File: src/rtl/xilinx_clock_pkg.sv
// Shared types and constants for the xilinx_clock config sequencer.
// Config layout: {PLLENA,OSCENA,OSCM1,OSCM0,CLKSEL[2:0]}.
package xilinx_clock_pkg;

  typedef enum logic [1:0] {
    STARTUP,
    WAIT_LOCK,
    IDLE,
    HOLD
  } state_t;

  localparam int PLLENA    = 6;
  localparam int OSCENA    = 5;
  localparam int CLKSEL_HI = 2;
  localparam int CLKSEL_LO = 0;

  localparam logic [6:0] CFG_RCFAST = 7'h00;

  typedef struct packed {
    logic       valid;
    logic [6:0] cfg;
  } pend_t;

  function automatic logic [16:0] sat_inc(input logic [16:0] v);
    return (&v) ? v : v + 17'd1;
  endfunction

endpackage

File: src/rtl/xilinx_clock_ctrl_sync2.sv
// Two-flop synchronizer with asynchronous active-low reset.
// Output reads 0 while reset is asserted.
module sync2 (
  input  logic clk,
  input  logic rst_n,
  input  logic d,
  output logic q
);

  logic s1;

  always_ff @(posedge clk or negedge rst_n) begin
    if (!rst_n) begin
      s1 <= 1'b0;
      q  <= 1'b0;
    end else begin
      s1 <= d;
      q  <= s1;
    end
  end

endmodule

File: src/rtl/xilinx_clock_ctrl.sv
// MMCM reset/lock sequencer and single point of control for the
// xilinx_clock cfg input; new configs are applied only while locked.
module xilinx_clock_ctrl
  import xilinx_clock_pkg::*;
#(
  parameter int         RST_CYCLES   = 32,
  parameter int         LOCK_TIMEOUT = 65536,
  parameter int         HOLD_CYCLES  = 16384,
  parameter logic [6:0] CFG_RESET    = CFG_RCFAST
) (
  input  logic       clock_160,
  input  logic       nres,
  input  logic [6:0] cfg_in,
  input  logic       cfg_wr,
  input  logic       mmcm_locked,
  output logic [6:0] cfg_out,
  output logic       mmcm_rst,
  output logic       cfg_ack,
  output logic       busy,
  output logic       lock_err
);

  localparam logic [16:0] RST_LAST  = 17'(RST_CYCLES - 1);
  localparam logic [16:0] TO_LAST   = 17'(LOCK_TIMEOUT - 1);
  localparam logic [16:0] HOLD_LAST = 17'(HOLD_CYCLES - 1);

  state_t      state;
  state_t      state_d;
  logic [16:0] cnt;
  pend_t       pend;
  logic        lk_s;
  logic        consume;
  logic        lose;
  logic        timeout;

  sync2 u_lock_sync (
    .clk  (clock_160),
    .rst_n(nres),
    .d    (mmcm_locked),
    .q    (lk_s)
  );

  // Counter restarts on every state change and saturates otherwise.
  always_ff @(posedge clock_160 or negedge nres) begin
    if (!nres) begin
      state <= STARTUP;
      cnt   <= '0;
    end else begin
      state <= state_d;
      cnt   <= (state_d != state) ? '0 : sat_inc(cnt);
    end
  end

  always_comb begin
    state_d = state;
    unique case (state)
      STARTUP: begin
        if (cnt >= RST_LAST) state_d = WAIT_LOCK;
      end
      WAIT_LOCK: begin
        if (lk_s)                state_d = IDLE;
        else if (cnt >= TO_LAST) state_d = STARTUP;
      end
      IDLE: begin
        if (!lk_s)
          state_d = WAIT_LOCK;
        else if (pend.valid && pend.cfg != cfg_out)
          state_d = HOLD;
      end
      HOLD: begin
        if (!lk_s)                 state_d = WAIT_LOCK;
        else if (cnt >= HOLD_LAST) state_d = IDLE;
      end
      default: state_d = STARTUP;
    endcase
  end

  always_comb begin
    mmcm_rst = (state == STARTUP);
    busy     = (state != IDLE) | pend.valid;
    consume  = (state == IDLE) & lk_s & pend.valid;
    lose     = ((state == IDLE) | (state == HOLD)) & ~lk_s;
    timeout  = (state == WAIT_LOCK) & ~lk_s & (cnt >= TO_LAST);
  end

  // A write landing on the consume edge reloads pending for the next pass.
  always_ff @(posedge clock_160 or negedge nres) begin
    if (!nres) begin
      pend     <= '0;
      cfg_out  <= CFG_RESET;
      cfg_ack  <= 1'b0;
      lock_err <= 1'b0;
    end else begin
      if (cfg_wr)       pend <= '{valid: 1'b1, cfg: cfg_in};
      else if (consume) pend.valid <= 1'b0;
      if (consume) cfg_out <= pend.cfg;
      cfg_ack  <= consume;
      lock_err <= lock_err | lose | timeout;
    end
  end

endmodule

File: config.mk
export PLATFORM = sky130hd
export DESIGN_NAME = xilinx_clock_ctrl
export DESIGN_NICKNAME = d
export VERILOG_FILES = /design/src/rtl/xilinx_clock_pkg.sv /design/src/rtl/xilinx_clock_ctrl_sync2.sv /design/src/rtl/xilinx_clock_ctrl.sv
export SDC_FILE = /design/constraint.sdc
export NUM_CORES = 1
export LEC_CHECK = 0
export CORE_ASPECT_RATIO = 0.7
export CORE_MARGIN = 5
export CORE_UTILIZATION = 52
export CTS_BUF_LIST = sky130_fd_sc_hd__clkbuf_4
export DETAILED_ROUTE_END_ITERATION = 6
export GPL_TIMING_DRIVEN = 0
export HOLD_SLACK_MARGIN = 0.15
export PLACE_DENSITY_LB_ADDON = 0.08
export SLEW_MARGIN = 20
export SYNTH_ARGS = -nofsm -noshare
export SYNTH_HDL_FRONTEND = slang
export SYNTH_HIERARCHICAL = 1
export SYNTH_SLANG_ARGS = --single-unit
File: constraint.sdc
create_clock -name clock_160 -period 2.4 [get_ports clock_160]
set_input_delay 0.48 -clock clock_160 [delete_from_list [all_inputs] [get_ports clock_160]]
set_output_delay 0.48 -clock clock_160 [all_outputs]
set_load 0.02 [all_outputs]
==> results.ini, run 1 <==
[route]
drt_pass1_iterations=4
drt_wl_total_um=3970
drtIter0Drc=99
postRouteAntennaNets=0
wl_per_cell_um=14.9
vias_per_cell=5.22
post-route-drc-count=0
vias=1393

[sta]
fin_crit_ps=2310
max_freq_ghz=0.433
hold_viol=0
fin_crit_sh_pct=96.1
relSlewSlack_pct=70.1
clock_skew_ps=5.99
maxSlewViolCount=0
fin_tns_setup_ps=0
tightest_slew_ps=448
finalSetupViolations=0
whs_ps=362
finalWorstSetupSlack_ps=92.8

[yosys]
synthMuxAreaShare_pct=8.96
netlist_area_um2=1870
avgSynthCellArea_um2=10.9
async_reset_ff_share_pct=100
yosys-top-cells-area=dfrtp_1 51%, mux2_2 8.4%, xor2_1 6.6%
syn_inst=171
ys_seq_area_share_pct=50.8
ys_ff_latch=38
synth-warning-count=6
synthDistinctLibCells=36
synth_adder_area_share_pct=2.01
synth_top_family_by_area=simple AND/OR/NAND/NOR gates
syn_nets=185
synth_top_cell_by_area=dfrtp_1
synth_enable_flop_cells=0
synth_compound_area_share_pct=6.22
synth_flop_cell=dfrtp_1
synth_top_area_share_pct=50.8
synth-xor-area-share_pct=10.3
synth_simple_gate_area_share_pct=18.3

[outcome]
status=finished, final reports clean

[place]
place.detailed.hpwl_um=2680
port_buffers=20
globalplace.congestion=0.815
dp_cells=242
dp_slack_ps=-222

[worst_setup_path]
critPathKind=reg -> reg
worstSetupEndpointType=register
cp.arrival_ps=2550
cp_max_fo=7
crit_required_ps=2640
start_kind=register

[clock_tree]
cts_root_buf=clkbuf_4
cts_tree=done
cts_inserted_buffers=5
clkSlewWorstSetupHoldPaths_ps=110
insertion_delay_ps=340
cts_num_sinks=38
htree_levels=2
clockBufferDepth=2

[flow_run]
maxCapViolCount=0

[power_and_ir_drop]
max-vdd-ir-drop_uv=653
power_mw=1.95
power_density_nw_per_um2=812
power_leakage_nw=1.05

[global_routing]
grt_pass1_wl_um=6700
grtUsageTotal_pct=18.6
grt_overflow_total=0
antenna_found_initial=0
grt_pass1_vias=1390
grt_max_degree=25

[floorplanning]
die-height_um=60.2
dieArea_um2=4920
pin_count=22
initial_core_util_pct=53.6
core_um2=3490
die_w_um=81.7
rows=18

[finish]
nNetsFinal=230
insertedDiodeCount=0
final_layout_size_suffix_gt1_share_pct=28.6
instances_no_fill=267
syn2layout_area_growth_pct=28.2

[worst_hold_path]
hold_path.class=reg -> reg

[path summary, 6_finish.rpt]
path                                           end  slack [ps]                startpoint  cells after the start
max                             cnt[7]$_DFFE_PN0P_          90       cnt[10]$_DFFE_PN0P_                     10
min                        u_lock_sync/q$_DFF_PN0_         360  u_lock_sync/s1$_DFF_PN0_                      0
max reg2reg                     cnt[7]$_DFFE_PN0P_          90       cnt[10]$_DFFE_PN0P_                     10
min reg2reg                u_lock_sync/q$_DFF_PN0_         360  u_lock_sync/s1$_DFF_PN0_                      0
max in group asynchronous      pend[7]$_DFFE_PN0P_        1360                      nres                      3
min in group asynchronous       cnt[0]$_DFFE_PN0P_         590                      nres                      2
[placed cells by master, fill, tap and decap left out, types with 2 or more instances in the layout]
master / instances
a21oi_1: 4
xor2_1: 14
mux2_2: 14
and3_1: 2
buf_6: 2
nand4_1: 7
nand2_1: 8
nand2b_1: 3
clkbuf_4: 6
buf_4: 18
buf_2: 2
a21o_1: 2
nor3_1: 3
nor4_1: 3
o21ai_0: 3
nor2_1: 25
clkdlybuf4s50_1: 19
dfrtp_1: 33
xnor2_1: 8
inv_1: 3
dfrtp_2: 5
nor2b_1: 2
nand3_1: 5
nor2_2: 2
[timing repair]
action                                 CTS  global route
pin swaps                                0             4
hold buffers                             1             0
endpoints found under the hold margin   14             0
gates resized for setup                  4            13
setup endpoints to repair                9            10
setup buffers                            5            13
[through the flow]
| stage | utilization (%) | cell area, um^2 |
|---|---|---|
| after global placement | 61.3 | 2140 |
| after global routing | 68.7 | 2400 |
| final | 68.7 | 2400 |
| after floorplan | - | 1880 |
| after detailed placement | 61.9 | 2160 |
| after CTS | 64.8 | 2260 |
[cell families after synthesis]
| logic type | after synthesis |
|---|---|
| DFF | 38 |
| adders and majority gates | 3 |
| and+or+nand+nor | 69 |
| AOI/OAI and AO/OA | 14 |
| buffers and inverters | 10 |
| muxes | 15 |
| xor gates and xnor gates | 22 |
[synthesized netlist by cell type, drive strengths merged (2+ instances only)]
master / number
inv: 3
nand3: 5
nor2b: 2
nor3: 3
a21oi: 4
dfrtp: 38
buf: 3
xnor2: 8
ha: 3
nor4: 3
a21o: 2
nand2b: 3
nor2: 28
mux2: 14
nand4: 7
o21ai: 3
nand2: 8
clkbuf: 4
xor2: 14
and3: 3
[metal layers]
metal | track usage (%) | part of all wire, % | vias to the layer above
met5 | 0 | 0 | -
met4 | 7.35 | 1.3 | 0
li1 | - | - | 677
met3 | 5.12 | 5.0 | 4
met1 | 25.7 | 48 | 671
met2 | 27.6 | 46 | 41
[power by group]
group	total (mW)	switching, mW	internal [mW]
registers	0.864	0.109	0.756
clock network	0.328	0.206	0.122
logic	0.754	0.360	0.394
total	1.95	0.675	1.27
[critical path, cell delays in order (launching register included)]
cell and delay, ps:
dfrtp_1 380, and3_4 210, or3b_4 400, nor2_4 120
ha_4 140, buf_6 120, and3b_2 240, and3_1 210
and3_1 200, xnor2_1 130, nor2_1 50
[registers in the layout, summed over array words and instances, names as in the netlist]
register,flops
u_lock_sync/q,1
pend,8
cfg_ack,1
cfg_out,7
cnt,17
u_lock_sync/s1,1
state,2
lock_err,1
[layout make-up]
cell class | instances | area (um^2)
clock inverters | 2 | 8.76
inverters | 3 | 11.3
clock buffers | 6 | 45.0
flip-flops and latches | 38 | 957
well taps | 50 | 62.6
fillers | 263 | 1090
plain buffers | 5 | 51.3
repair buffers | 40 | 368
multi-input cells | 123 | 893
Note: power is estimated with default switching activity, not from simulation.
==> run 2, diff against run 1 <==
--- a/config.mk
+++ b/config.mk
@@ -5,6 +5,7 @@
 export SDC_FILE = /design/constraint.sdc
 export NUM_CORES = 1
 export LEC_CHECK = 0
+export ABC_AREA = 1
 export CORE_ASPECT_RATIO = 0.7
 export CORE_MARGIN = 5
 export CORE_UTILIZATION = 52
==> run 2 against run 1 <==
Compared with the run above: the flow now finishes with violations (negative setup slack); final area rose by 10%; critical path depth rose by 5; non-clock buffer count did not move; global-route usage fell by 1.2 points; largest cell class is now multi-input gates; largest power group is now combinational logic.
==> results.ini, run 2 <==
[sta]
finalSetupViolations=14  ; was 0
fin_crit_ps=2450  ; was 2310 ps
relSlewSlack_pct=69.8  ; was 70.1%
hold_viol=0  ; unchanged
maxSlewViolCount=0  ; unchanged
clock_skew_ps=12.0  ; was 5.99 ps
rsz0062_at_grt=true
max_freq_ghz=0.408  ; was 0.433 GHz
tightest_slew_ps=452  ; was 448 ps
fin_tns_setup_ps=-430  ; was 0 ps
whs_ps=376  ; was 362 ps
fin_crit_sh_pct=102  ; was 96.1%
finalWorstSetupSlack_ps=-48.3  ; was 92.8 ps

[floorplanning]
die_w_um=84.5  ; was 81.7 um
pin_count=22  ; unchanged
dieArea_um2=5260  ; was 4920 um^2
initial_core_util_pct=52.8  ; was 53.6%
die-height_um=62.2  ; was 60.2 um
rows=19  ; was 18
core_um2=3830  ; was 3490 um^2

[place]
dp_slack_ps=-209  ; was -222 ps
port_buffers=21  ; was 20
place.detailed.hpwl_um=3140  ; was 2680 um
dp_cells=328  ; was 242
globalplace.congestion=0.900  ; was 0.815
postPlaceCellArea_um2=2320  ; was 2160 um^2

[yosys]
async_reset_ff_share_pct=100  ; unchanged
avgSynthCellArea_um2=7.96  ; was 10.9 um^2
synth_top_area_share_pct=47.0  ; was 50.8%
netlist_area_um2=2020  ; was 1870 um^2
syn_nets=268  ; was 185
synth-warning-count=6  ; unchanged
synth_flop_cell=dfrtp_1  ; unchanged
synth_enable_flop_cells=0  ; unchanged
ys_ff_latch=38  ; unchanged
synth_top_cell_by_area=dfrtp_1  ; unchanged
synthDistinctLibCells=26  ; was 36
synth_most_common_cell=nand2_1  ; was dfrtp_1
ys_seq_area_share_pct=47.0  ; was 50.8%
syn_inst=254  ; was 171
synth_commonest_cells=54 x nand2_1, 41 x inv_1, 38 x dfrtp_1, 31 x nor2_1, 22 x o21ai_0  ; was 38 x dfrtp_1, 28 x nor2_1, 14 x mux2_2, 14 x xor2_1
yosys-top-cells-area=dfrtp_1 47%, nand2_1 10%, inv_1 7.6%  ; was dfrtp_1 51%, mux2_2 8.4%, xor2_1 6.6%

[worst_setup_path]
r2r_setup_slack_ps=-50  ; was 90 ps
rr_endpoint=cnt[4]$_DFFE_PN0P_  ; was cnt[7]$_DFFE_PN0P_
startpoint=cnt[0]$_DFFE_PN0P_  ; was cnt[10]$_DFFE_PN0P_
reg2regPathDepth=15  ; was 10
cp_max_fo=8  ; was 7
crit_end=cnt[4]$_DFFE_PN0P_  ; was cnt[7]$_DFFE_PN0P_
r2r-start=cnt[0]$_DFFE_PN0P_  ; was cnt[10]$_DFFE_PN0P_
start_kind=register  ; unchanged
cp.arrival_ps=2730  ; was 2550 ps
worstSetupEndpointType=register  ; unchanged
crit_required_ps=2680  ; was 2640 ps
critPathKind=reg -> reg  ; unchanged

[finish]
syn2layout_area_growth_pct=30.9  ; was 28.2%
mostFrequentLayoutCell=nand2_1  ; was dfrtp_1
regArea_um2=952  ; was 957 um^2
utilization_pct=69.2  ; was 68.7%
final_layout_size_suffix_gt1_share_pct=22.0  ; was 28.6%
fin_area_um2=2650  ; was 2400 um^2
insertedDiodeCount=0  ; unchanged
largest_reg_flops=17  ; unchanged
multi_input_area_um2=965  ; was 893 um^2
largest-register=cnt  ; unchanged
instances_no_fill=356  ; was 267
fillCellCount=338  ; was 263
nNetsFinal=317  ; was 230
final_cell_mix=54 x nand2_1, 37 x inv_1, 37 x dfrtp_1, 26 x nor2_1, 20 x clkdlybuf4s50_1  ; was 33 x dfrtp_1, 25 x nor2_1, 19 x clkdlybuf4s50_1, 18 x buf_4
top_regs=cnt x17, pend x8, cfg_out x7  ; unchanged

[global_routing]
grt_max_degree=22  ; was 25
grt_pass1_wl_um=7420  ; was 6700 um
grtUsageTotal_pct=17.4  ; was 18.6%
grt_overflow_total=0  ; unchanged
antenna_found_initial=0  ; unchanged
grt_pass1_vias=1577  ; was 1390

[power_and_ir_drop]
power_mw=2.19  ; was 1.95 mW
power_leakage_nw=1.27  ; was 1.05 nW
power_density_nw_per_um2=826  ; was 812 nW/um^2
max-vdd-ir-drop_uv=603  ; was 653 uV

[outcome]
violations=negative setup slack
status=finished with violations  ; was finished, final reports clean

[route]
vias_per_cell=4.98  ; was 5.22
drtIter0Drc=117  ; was 99
postRouteAntennaNets=0  ; unchanged
vias=1773  ; was 1393
post-route-drc-count=0  ; unchanged
wl_per_cell_um=12.7  ; was 14.9 um
drt_pass1_iterations=4  ; unchanged
drt_wl_total_um=4500  ; was 3970 um

[clock_tree]
cts_num_sinks=38  ; unchanged
htree_levels=2  ; unchanged
cts_tree=done  ; unchanged
clockBufferDepth=2  ; unchanged
insertion_delay_ps=340  ; about the same
cts_root_buf=clkbuf_4  ; unchanged
cts_inserted_buffers=5  ; unchanged
clkSlewWorstSetupHoldPaths_ps=120  ; was 110 ps

[flow_run]
maxCapViolCount=0  ; unchanged

[worst_hold_path]
hold_path.class=reg -> reg  ; unchanged

[run 2: logic make-up after synthesis]
family                     Yosys count  share of synthesized area, %
AOI/OAI and AO/OA                   28                          7.92
xor gates and xnor gates            12                          5.20
adders and majority gates            3                          1.86
buffers and inverters               45                          8.73
DFF                                 38                          47.0
muxes                                1                         0.495
and+or+nand+nor                    127                          28.8
[run 2: critical path: stages (launching register included)]
cell and delay, ps:
dfrtp_1 380, ha_2 200, nand3_2 100, inv_2 70
nand4_1 170, nor4_4 300, ha_2 220, nor2_1 40
nand2_1 100, nor2_1 60, a21oi_2 140, nand2_2 80
nand2_2 80, nand3_4 160, clkbuf_16 210, nor2_2 70
[run 2: power by group]
part	internal [mW]	switching, mW	total (mW)	leakage, nW
Combinational	0.445	0.477	0.922	0.734
Sequential	0.740	0.0968	0.837	0.489
Clock	0.216	0.211	0.427	0.0450
Total	1.40	0.785	2.19	1.27
[run 2: worst min path at each step]
stage	start	endpoint	slack (ps)	depth (start not counted)
after global placement	u_lock_sync/s1$_DFF_PN0_	u_lock_sync/q$_DFF_PN0_	330	0
after CTS	u_lock_sync/s1$_DFF_PN0_	u_lock_sync/q$_DFF_PN0_	370	0
after global routing	u_lock_sync/s1$_DFF_PN0_	u_lock_sync/q$_DFF_PN0_	410	0
after detailed placement	u_lock_sync/s1$_DFF_PN0_	u_lock_sync/q$_DFF_PN0_	340	0
after floorplan	nres	cfg_ack$_DFF_PN0_	180	0
final	u_lock_sync/s1$_DFF_PN0_	u_lock_sync/q$_DFF_PN0_	380	0
[run 2: final cells by class]
cell class	instances	area share [%]
Clock inverter	3	1.51
Sequential cell	38	36.0
Clock buffer	5	1.42
Tap cell	52	2.46
Inverter	42	5.95
Timing Repair Buffer	42	15.2
Buffer	3	1.04
Multi-Input combinational cell	171	36.4
[run 2: what timing repair did]
item,CTS,global route
endpoints found under the setup margin,12,14
pin swaps,2,11
resized for setup,6,21
endpoints found under the hold margin,17,0
buffers inserted,3,15
hold buffers,1,0
gates cloned,0,1
[run 2: layer usage]
metal	routed length, um	share of wire (%)	track usage (%)
met5	0	0	0
met4	36	0.80	4.74
met3	249	5.5	4.10
met2	1920	43	23.9
met1	2300	51	27.0
